$ cat src/rtl/pqr5_regfile_if.sv
// pqr5_regfile_if -- bus bundle for the pqr5 register file.
//   master : the pipeline side (drives read/write requests, consumes read data)
//   slave  : the register file itself
// Signals:
//   i_rf_rden0/1, i_rf_rs0/1_addr      : read enables and read addresses
//   i_rf_wren, i_rf_rdt_addr/data       : writeback port
//   o_rf_rs0/1_data                     : registered read data (1-cycle latency)
//   o_rf_init_busy                      : high while the post-reset clear sweep runs
interface pqr5_regfile_if #(
    parameter int XLEN = 32
);
    logic            i_rf_rden0;
    logic            i_rf_rden1;
    logic [4:0]      i_rf_rs0_addr;
    logic [4:0]      i_rf_rs1_addr;
    logic            i_rf_wren;
    logic [4:0]      i_rf_rdt_addr;
    logic [XLEN-1:0] i_rf_rdt_data;
    logic [XLEN-1:0] o_rf_rs0_data;
    logic [XLEN-1:0] o_rf_rs1_data;
    logic            o_rf_init_busy;

    modport master (
        output i_rf_rden0, i_rf_rden1, i_rf_rs0_addr, i_rf_rs1_addr,
               i_rf_wren, i_rf_rdt_addr, i_rf_rdt_data,
        input  o_rf_rs0_data, o_rf_rs1_data, o_rf_init_busy
    );

    modport slave (
        input  i_rf_rden0, i_rf_rden1, i_rf_rs0_addr, i_rf_rs1_addr,
               i_rf_wren, i_rf_rdt_addr, i_rf_rdt_data,
        output o_rf_rs0_data, o_rf_rs1_data, o_rf_init_busy
    );
endinterface

$ cat src/rtl/pqr5_regfile.sv
// pqr5_regfile -- 32 x XLEN RISC-V style register file, two read ports, one write port.
// Ports:
//   clk : clock, all state on rising edge
//   rst : synchronous active-high reset
//   rf  : pqr5_regfile_if.slave bundle (read ports 0/1, writeback, init busy)
// Behaviour:
//   After reset an INIT sweep zeroes x1..x31 (one register per cycle, 31 cycles),
//   o_rf_init_busy high throughout; writes are ignored and reads return zero
//   until READY. x0 is hardwired zero. Read data is registered (1-cycle latency)
//   and holds when the port's read enable is low.
// Configuration:
//   RF_WR_BYPASS_EN defined   : same-cycle write/read of one address returns the
//                               new write data (write-first).
//   RF_WR_BYPASS_EN undefined : returns the old register contents (read-first).

// One read lane: output register with hold, zero during the clear sweep.
module pqr5_regfile_rport #(
    parameter int XLEN = 32
) (
    input  logic            clk,
    input  logic            rst,
    input  logic            busy,
    input  logic            rden,
    input  logic [XLEN-1:0] rd_val,
    output logic [XLEN-1:0] rdata
);
    always_ff @(posedge clk) begin
        if (rst)
            rdata <= '0;
        else if (rden)
            rdata <= busy ? '0 : rd_val;
    end
endmodule

module pqr5_regfile #(
    parameter int XLEN = 32
) (
    input  logic            clk,
    input  logic            rst,
    pqr5_regfile_if.slave   rf
);
    localparam int NUM_RD = 2;

    typedef enum logic {S_INIT, S_READY} state_t;

    state_t                       state_q, state_d;
    logic [4:0]                   ptr_q;
    logic                         init_busy;
    logic                         wr_fire;
    logic [XLEN-1:0]              regs [1:31];

    logic [NUM_RD-1:0]            rden;
    logic [NUM_RD-1:0][4:0]       raddr;
    logic [NUM_RD-1:0][XLEN-1:0]  rd_val;
    logic [NUM_RD-1:0][XLEN-1:0]  rdata;

    assign rden  = {rf.i_rf_rden1, rf.i_rf_rden0};
    assign raddr = {rf.i_rf_rs1_addr, rf.i_rf_rs0_addr};
    assign rf.o_rf_rs0_data  = rdata[0];
    assign rf.o_rf_rs1_data  = rdata[1];
    assign rf.o_rf_init_busy = init_busy;

    // ---- FSM: state register ----
    always_ff @(posedge clk) begin
        if (rst)
            state_q <= S_INIT;
        else
            state_q <= state_d;
    end

    // ---- FSM: next state ----
    always_comb begin
        state_d = state_q;
        if (state_q == S_INIT && ptr_q == 5'd31)
            state_d = S_READY;
    end

    // ---- FSM: outputs ----
    always_comb begin
        init_busy = (state_q == S_INIT);
    end

    // Sweep pointer starts at 1: x0 has no storage.
    always_ff @(posedge clk) begin
        if (rst)
            ptr_q <= 5'd1;
        else if (init_busy && ptr_q != 5'd31)
            ptr_q <= ptr_q + 5'd1;
    end

    assign wr_fire = rf.i_rf_wren && !init_busy && (rf.i_rf_rdt_addr != 5'd0);

    // Storage has no reset of its own; the sweep clears it. rst blocks both
    // the sweep write and the writeback so reset wins over everything.
    always_ff @(posedge clk) begin
        if (!rst) begin
            if (init_busy)
                regs[ptr_q] <= '0;
            else if (wr_fire)
                regs[rf.i_rf_rdt_addr] <= rf.i_rf_rdt_data;
        end
    end

    // Per-lane read value selection (x0 zero, optional write-first bypass).
    always_comb begin
        for (int p = 0; p < NUM_RD; p++) begin
            rd_val[p] = '0;
            if (raddr[p] != 5'd0) begin
                rd_val[p] = regs[raddr[p]];
`ifdef RF_WR_BYPASS_EN
                if (wr_fire && rf.i_rf_rdt_addr == raddr[p])
                    rd_val[p] = rf.i_rf_rdt_data;
`else
`endif
            end
        end
    end

    pqr5_regfile_rport #(.XLEN(XLEN)) u_rport [NUM_RD-1:0] (
        .clk    (clk),
        .rst    (rst),
        .busy   (init_busy),
        .rden   (rden),
        .rd_val (rd_val),
        .rdata  (rdata)
    );
endmodule

$ cat src/flat_wrapper.sv
// flat-port wrapper written by rule: the top's interface ports become plain ports
module pqr5_regfile_flat 
#(
    parameter int XLEN = 32
)
  (clk, rst, rf_i_rf_rden0, rf_i_rf_rden1, rf_i_rf_rs0_addr, rf_i_rf_rs1_addr, rf_i_rf_wren, rf_i_rf_rdt_addr, rf_i_rf_rdt_data, rf_o_rf_rs0_data, rf_o_rf_rs1_data, rf_o_rf_init_busy);
  pqr5_regfile_if #(.XLEN(XLEN)) rf_i ();
  input  logic clk;
  input  logic rst;
  input wire logic [$bits(rf_i.i_rf_rden0)-1:0] rf_i_rf_rden0;
  input wire logic [$bits(rf_i.i_rf_rden1)-1:0] rf_i_rf_rden1;
  input wire logic [$bits(rf_i.i_rf_rs0_addr)-1:0] rf_i_rf_rs0_addr;
  input wire logic [$bits(rf_i.i_rf_rs1_addr)-1:0] rf_i_rf_rs1_addr;
  input wire logic [$bits(rf_i.i_rf_wren)-1:0] rf_i_rf_wren;
  input wire logic [$bits(rf_i.i_rf_rdt_addr)-1:0] rf_i_rf_rdt_addr;
  input wire logic [$bits(rf_i.i_rf_rdt_data)-1:0] rf_i_rf_rdt_data;
  output wire logic [$bits(rf_i.o_rf_rs0_data)-1:0] rf_o_rf_rs0_data;
  output wire logic [$bits(rf_i.o_rf_rs1_data)-1:0] rf_o_rf_rs1_data;
  output wire logic [$bits(rf_i.o_rf_init_busy)-1:0] rf_o_rf_init_busy;
  assign rf_i.i_rf_rden0 = rf_i_rf_rden0;
  assign rf_i.i_rf_rden1 = rf_i_rf_rden1;
  assign rf_i.i_rf_rs0_addr = rf_i_rf_rs0_addr;
  assign rf_i.i_rf_rs1_addr = rf_i_rf_rs1_addr;
  assign rf_i.i_rf_wren = rf_i_rf_wren;
  assign rf_i.i_rf_rdt_addr = rf_i_rf_rdt_addr;
  assign rf_i.i_rf_rdt_data = rf_i_rf_rdt_data;
  assign rf_o_rf_rs0_data = rf_i.o_rf_rs0_data;
  assign rf_o_rf_rs1_data = rf_i.o_rf_rs1_data;
  assign rf_o_rf_init_busy = rf_i.o_rf_init_busy;
  pqr5_regfile #(.XLEN(XLEN)) u_core (.clk(clk), .rst(rst), .rf(rf_i));
endmodule
$ cat config.mk
export PLATFORM = sky130hd
export DESIGN_NAME = pqr5_regfile_flat
export DESIGN_NICKNAME = d
export VERILOG_FILES = /design/src/rtl/pqr5_regfile_if.sv /design/src/rtl/pqr5_regfile.sv /design/src/flat_wrapper.sv
export SDC_FILE = /design/constraint.sdc
export NUM_CORES = 1
export LEC_CHECK = 0
export CORE_ASPECT_RATIO = 1.25
export CORE_MARGIN = 4
export CORE_UTILIZATION = 40
export DETAILED_ROUTE_END_ITERATION = 10
export PLACE_DENSITY = 0.59
export SLEW_MARGIN = 20
export SYNTH_ARGS = -nofsm -noshare
export SYNTH_HDL_FRONTEND = slang
export SYNTH_SLANG_ARGS = --single-unit
$ cat constraint.sdc
create_clock -name clk -period 4.02 [get_ports clk]
set_input_delay 0.804 -clock clk [delete_from_list [all_inputs] [get_ports clk]]
set_output_delay 0.804 -clock clk [all_outputs]
set_load 0.01 [all_outputs]
==> results of run 1 <==
-- final cells by class --
type / count / area share (%)
sequential: 1062 / 54.20
multi-input combinational: 1429 / 30.18
timing repair buffer: 296 / 5.742
clock buffer: 131 / 4.875
tap: 1595 / 3.468
clock inverter: 64 / 1.492
inverter: 6 / 0.03914
-- power by group through the flow --
stage	Combinational, W	Clock, W	Sequential [W]
after floorplan	0.00104	0	0.0123
after global placement	0.00167	0	0.0123
after detailed placement	0.00168	0	0.0123
after CTS	0.00168	0.0106	0.0121
after global routing	0.00176	0.0111	0.0121
final	0.00168	0.0105	0.0121
-- layer usage --
metal | track usage [%] | part of all wire (%)
met3 | 3.755 | 7.6
met4 | 9.637 | 4.2
met1 | 32.64 | 38
met2 | 42.13 | 50
met5 | 0 | 0
-- critical path, cell delays in order --
cell and delay (ns):
buf_8 0.30, buf_4 0.47, mux4_2 0.38, mux2_2 0.29
a2111oi_0 0.90, buf_4 0.23, a211oi_1 0.04
-- synthesized netlist by cell type (4+ instances only) --
library cell and n:
nand3_1 4, o311a_1 4, a21o_1 59, o22ai_1 41
and2_1 45, o221ai_1 18, a211oi_1 54, a221o_1 61
buf_6 13, mux2_2 147, edfxtp_1 992, nand2_1 134
mux2i_1 113, a21bo_2 10, clkbuf_1 114, o31ai_1 19
buf_2 55, a221oi_1 37, a21oi_1 45, a211o_1 31
dfxtp_1 70, o21ai_0 7, nand2b_1 33, buf_1 20
nor2_1 84, a2111oi_0 13, mux4_2 417, inv_1 6
buf_4 20, nor2b_1 7, a22oi_1 4
-- per-stage QoR --
| step | setup WS, ns | instances |
|---|---|---|
| floorplan | 0.2960 | 2719 |
| global placement | 0.4411 | 4387 |
| detailed placement | 0.4686 | 4387 |
| CTS | 1.217 | 4582 |
| global route | 1.075 | 4583 |
| finish | 1.137 | 4583 |
-- how the worst min path moves through the flow --
stage                                      startpoint  slack (ns)  cells after the start                           to
after floorplan           u_core.u_rport[0].rdata[12]        0.48                      2  u_core.u_rport[0].rdata[12]
after global placement    u_core.u_rport[0].rdata[21]        0.47                      2  u_core.u_rport[0].rdata[21]
after detailed placement  u_core.u_rport[0].rdata[21]        0.45                      2  u_core.u_rport[0].rdata[21]
after CTS                                         rst        0.32                      2              u_core.ptr_q[1]
after global routing                              rst        0.39                      2              u_core.ptr_q[1]
final                                             rst        0.38                      2              u_core.ptr_q[4]
-- cells by family (layout without fill, tap and decap cells) --
logic type | after synthesis | count (layout) | synth area share (%)
buffers and inverters | 228 | 497 | 2.224
flip-flops | 1062 | 1062 | 63.21
AO/OA/AOI/OAI | 422 | 422 | 6.732
XOR/XNOR | 3 | 3 | 0.05326
adder cells (fa/ha/maj) | 2 | 2 | 0.05070
AND/OR/NAND/NOR | 325 | 325 | 3.055
multiplexers | 677 | 677 | 24.68
-- sequential cells by signal, indices dropped and copies added, names as in the netlist --
register / flops
u_core.state_q: 1
u_core.ptr_q: 5
u_core.u_rport.rdata: 64
u_core.regs: 992
==> implementation parameters, run 1 <==
Parameter                              Value

Status
  Outcome ... complete, no violations

Finish
  Leading cell types in the layout, fill and taps excluded ... edfxtp_1 (992), mux4_2 (417), mux2_2 (147), nand2_1 (134), buf_4 (120)
  Most common cell after layout, fill and taps aside ... edfxtp_1
  FILL cells ... 10190
  Area of combinational cells with multiple inputs ... 17370 sq um
  Fraction of final layout cells with drive strength greater than 1 ... 32.86%
  Post-layout util ... 47.16%
  Area added between synthesis and finish ... 16.61%
  Final Cell Area ... 57540 sq um
  Number of diodes added for antenna fixing ... 0
  Sequential Area ... 31190 sq um
  Number of nets in the layout ... 2952

Power
  Worst supply voltage drop on vdd ... 382.2 uV
  Total power density per cell area ... 421.1 nW/um^2
  Leakage component of the power ... 16.81 nW
  Sw Share ... 22.18%
  NetSw ... 0.005375 W
  Cell internal pwr ... 0.01886 W
  Share of total power in combinational logic ... 6.9%
  Sequential Power Share ... 49.8%
  Total power after layout ... 0.02423 W
  Clock power frac ... 43.3%

Global route
  Pin count of the biggest net entering global routing ... 72
  Vias in the first global route ... 31000
  Antenna violations before repair ... 4
  First-pass GRT wire length ... 229900 um
  Global route total overflow ... 0
  Overall fraction of global-route tracks in use ... 24.94%

Timing
  Number of pins exceeding their max-slew limit in the final report ... 0
  Part of the cycle the worst path needs ... 71.72%
  Setup TNS ... 0 ns
  Max frequency ... 0.3469 GHz
  Slew at the pin closest to its max-slew limit ... 1.145 ns
  Max-slew headroom ... 23.66%
  Final count of negative-setup-slack endpoints ... 0
  Largest clock skew in the final design ... 0.02526 ns
  Final hold violations ... 0
  Setup repair after global routing missed its margin ... false
  Worst hold margin ... 0.3815 ns
  Time the final worst path needs with I/O delays and setup ... 2.883 ns

Synth
  Yosys reg bits ... 1062
  Cell types with the largest area share after synthesis ... edfxtp_1 (60%), mux4_2 (19%), mux2_2 (3.4%), dfxtp_1 (2.8%), mux2i_1 (2.3%)
  FFs w/ async S/R, synth ... 0%
  Portion of synthesized cell area occupied by the leading cell type ... 60.37%
  Mapped Area ... 49350 sq um
  Top flip-flop cell by instance count after synthesis ... edfxtp_1
  Syn Nets ... 2773
  Yosys cell types ... 60
  Mapped Cells ... 2719
  Synthesized area per cell ... 18.15 sq um
  Number of enable flip-flop cells after synthesis ... 992
  Largest area contributor in the netlist ... edfxtp_1
  Ys Warns ... 0
  Sequential cell area fraction in the yosys report ... 63.21%

Die
  Die Span X ... 322.2 um
  Row Count ... 143
  Die Footprint ... 129100 sq um
  Top Ports ... 117
  Placeable Area ... 122000 sq um
  Vertical extent of the die ... 400.7 um
  Initial cell density of the core ... 40.44%

Detailed routing
  Via count ... 29860
  DR pass1 iterations ... 5
  Residual antenna-violating net count after detailed routing ... 0
  DR WL/cell ... 35.35 um
  Number of vias per cell after detailed routing ... 6.515
  First-iteration detailed-routing DRC count ... 3275
  Overall routed net length ... 162000 um
  Number of design rule violations left after detail routing ... 0

Setup path
  Worst-path maximum fanout ... 30
  Worst reg-to-reg path cell count ... 5
  First element of the critical path ... rf_i_rf_rs0_addr[1]
  Required time of the critical path ... 4.59 ns
  Sort of element at the start of the critical path ... input pin
  Setup slack, reg-to-reg ... 1.26 ns
  Worst endpoint data arrival time ... 3.45 ns
  Worst setup path class ... input pin to register
  Endpoint type of the worst setup path ... register
  Worst reg2reg endpoint ... u_core.regs[1][11]
  Endpoint of the worst setup timing path ... u_core.u_rport[0].rdata[27]
  Critical register-to-register path startpoint ... u_core.state_q

Clocking
  Clock sinks ... 1062
  Post-CTS setup buffer count ... 0
  Worst-path clk slew ... 0.06 ns
  Number of buffers between clock root and the deepest sink ... 3
  Clock tree from TritonCTS ... done
  Cts bufs inserted ... 103
  Clock insertion delay at the later pin of the skew report ... 0.71 ns
  Hold-fix buffers, CTS ... 0
  # resized after CTS ... 0
  Buffer cell driving the clock tree root ... clkbuf_16
  Level count of the clock H-tree ... 3

Placed design
  Instance area after placement ... 53860 sq um
  Port bufs ... 116
  Final GP Congestion ... 0.8219
  DP Wirelength ... 99370 um

Worst hold path
  Min-Delay Path Class ... input pin to register

Run
  Max Cap Viol ... 0
Note: power is estimated with default switching activity, not from simulation.
==> run 2: changes to the inputs <==
==> constraint.sdc (replaced) <==
create_clock -name clk -period 2.7 [get_ports clk]
set_input_delay 0.54 -clock clk [delete_from_list [all_inputs] [get_ports clk]]
set_output_delay 0.54 -clock clk [all_outputs]
set_load 0.01 [all_outputs]
==> run 2 against run 1 <==
Against the previous run: die area stayed put; clock skew up 0.0084 ns; sequential share of layout area decreased by 1.7 points; cell count rose by 3.5%; clock power increased by 48%; largest cell class unchanged; cell area up 3.1%; worst setup slack lost 0.93 ns; core utilization is 1.5 points higher; critical path depth shrank 4; highest routed layer unchanged; routed wire length grew 2.3%.
==> implementation parameters, run 2 (synthesis results as in run 1) <==
Parameter                              Value

Status
  Outcome ... complete, no violations

Global route
  Overall fraction of global-route tracks in use ... 25.47% (+0.53 points)
  Antenna violations before repair ... 6 (+2)
  Global route total overflow ... 0 (unchanged)
  Vias in the first global route ... 31550 (+1.8%)
  First-pass GRT wire length ... 235300 um (+2.3%)
  Pin count of the biggest net entering global routing ... 36 (-50%)

Detailed routing
  Met3 routed wirelength ... 13070 um (+6.3%)
  Number of vias per cell after detailed routing ... 6.440 (-1.1%)
  First-iteration detailed-routing DRC count ... 3468 (+5.9%)
  Routed length on met1 ... 63000 um (+2.4%)
  Top layer used by detailed routing ... met4
  Residual antenna-violating net count after detailed routing ... 0 (unchanged)
  DR WL/cell ... 34.93 um (-1.2%)
  Met2 wire length ... 83140 um (+2.1%)
  Overall routed net length ... 165800 um (+2.3%)
  DR pass1 iterations ... 6 (+1)
  Via count ... 30560 (+2.3%)
  Number of design rule violations left after detail routing ... 0 (unchanged)

Power
  Worst supply voltage drop on vdd ... 505.1 uV (+32%)
  Total power density per cell area ... 609.7 nW/um^2 (+45%)
  Leakage component of the power ... 17.76 nW (+5.7%)

Finish
  Flip-flop count of the largest register after layout ... 992 (unchanged)
  Fraction of final layout cells with drive strength greater than 1 ... 36.00% (+3.1 points)
  Register containing the most flip-flops in the final layout ... u_core.regs
  Most common cell after layout, fill and taps aside ... edfxtp_1
  Area added between synthesis and finish ... 20.28%
  Area of combinational cells with multiple inputs ... 17370 sq um (about the same)
  Sequential Area ... 31190 sq um (unchanged)
  Number of nets in the layout ... 3112 (+5.4%)
  FILL cells ... 9980 (-2.1%)
  Post-layout util ... 48.64% (+1.5 points)
  Leading cell types in the layout, fill and taps excluded ... edfxtp_1 (992), mux4_2 (417), buf_4 (227), mux2_2 (147), nand2_1 (134)
  Largest registers ... u_core.regs: 992 flops, u_core.u_rport.rdata: 64 flops, u_core.ptr_q: 5 flops

Clocking
  Cts bufs inserted ... 104 (+0.97%)
  Clock insertion delay at the later pin of the skew report ... 0.72 ns (about the same)
  Clock sinks ... 1062 (unchanged)
  Level count of the clock H-tree ... 3 (unchanged)
  Hold-fix buffers, CTS ... 0 (unchanged)
  # resized after CTS ... 0 (unchanged)
  Post-CTS setup buffer count ... 0 (unchanged)
  Number of buffers between clock root and the deepest sink ... 3 (unchanged)
  Buffer cell driving the clock tree root ... clkbuf_16
  Clock tree from TritonCTS ... done
  Worst-path clk slew ... 0.06 ns (about the same)

Die
  Top Ports ... 117 (unchanged)
  Initial cell density of the core ... 40.44% (unchanged)
  Die Span X ... 322.2 um (unchanged)
  Row Count ... 143 (unchanged)
  Placeable Area ... 122000 sq um (unchanged)
  Vertical extent of the die ... 400.7 um (unchanged)
  Die Footprint ... 129100 sq um (unchanged)

Timing
  Slew at the pin closest to its max-slew limit ... 1.004 ns (-0.1409 ns)
  Setup repair after global routing missed its margin ... false
  Setup TNS ... 0 ns (unchanged)
  Max-slew headroom ... 31.32% (+7.7 points)
  Part of the cycle the worst path needs ... 92.52%
  Largest clock skew in the final design ... 0.03370 ns (+0.008437 ns)
  Final count of negative-setup-slack endpoints ... 0 (unchanged)
  Max frequency ... 0.4003 GHz
  Number of pins exceeding their max-slew limit in the final report ... 0 (unchanged)
  Time the final worst path needs with I/O delays and setup ... 2.498 ns
  Final hold violations ... 0 (unchanged)

Setup path
  Worst-path maximum fanout ... 9 (-70%)
  Required time of the critical path ... 2.16 ns (-2.43 ns)
  Endpoint type of the worst setup path ... output pin
  Worst setup path class ... register to output pin
  Worst endpoint data arrival time ... 1.96 ns (-1.49 ns)
  Sort of element at the start of the critical path ... register

Placed design
  Final GP Congestion ... 0.8790 (+6.9%)
  DP Wirelength ... 109400 um (+10%)
  Port bufs ... 116 (unchanged)

Worst hold path
  Min-Delay Path Class ... input pin to register

Run
  Max Cap Viol ... 0 (unchanged)
run 2: cell types whose count changed in the layout (fill, tap and decap cells not counted), sizes merged:
cell,previous run,this run
buf,192,351
diode,0,3
clkbuf,131,128
bufinv,18,19
inv,8,10
run 2: worst paths after layout:
kind	start	endpoint	slack, ns	cells past startpoint
setup / recovery	u_core.state_q	rf_o_rf_init_busy	0.20	3
hold / removal	rst	u_core.ptr_q[1]	0.11	2
setup reg to reg	u_core.state_q	u_core.regs[8][7]	0.21	7
hold reg to reg	u_core.u_rport[0].rdata[7]	u_core.u_rport[0].rdata[7]	0.46	2
run 2: critical path, stage by stage, from the launching register on:
cell	delay (ns)
dfxtp_1	0.50
buf_4	0.23
inv_1	0.05
clkdlybuf4s50_1	0.48
run 2: metrics by stage:
| step | power (W) | std cells | setup WS (ns) | hold slack (ns) | cell area, sq um |
|---|---|---|---|---|---|
| after floorplan | 0.01983 | 2719 | -0.3078 | 0.4832 | 49490 |
| after global placement | 0.02099 | 4547 | -0.4792 | 0.4405 | 55730 |
| after detailed placement | 0.02102 | 4547 | -0.3395 | 0.4527 | 55730 |
| after CTS | 0.03637 | 4742 | 0.1619 | 0.05096 | 59350 |
| after global routing | 0.03722 | 4742 | 0.08270 | 0.09120 | 59350 |
| final | 0.03619 | 4745 | 0.2020 | 0.1132 | 59350 |
run 2: final cells by class:
type / count / area share (%)
well taps: 1595 / 3.362
flip-flops and latches: 1062 / 52.55
multi-input cells: 1429 / 29.26
inverters: 6 / 0.03794
repair buffers: 455 / 8.683
clock buffers: 128 / 4.604
diodes: 3 / 0.01265
clock inverters: 67 / 1.495
run 2: per-layer routing:
layer,vias up,GRT usage [%]
met5,-,0
met4,0,9.519
met3,328,4.048
met1,16280,33.01
met2,1743,43.38
li1,12210,-
run 2: power by group:
group	total [W]	internal, W	leakage (nW)	switching (W)
Clock	0.0155	0.00905	1.74	0.00645
Combinational	0.00273	0.00123	7.62	0.00150
Sequential	0.0180	0.0179	8.39	0.0000819
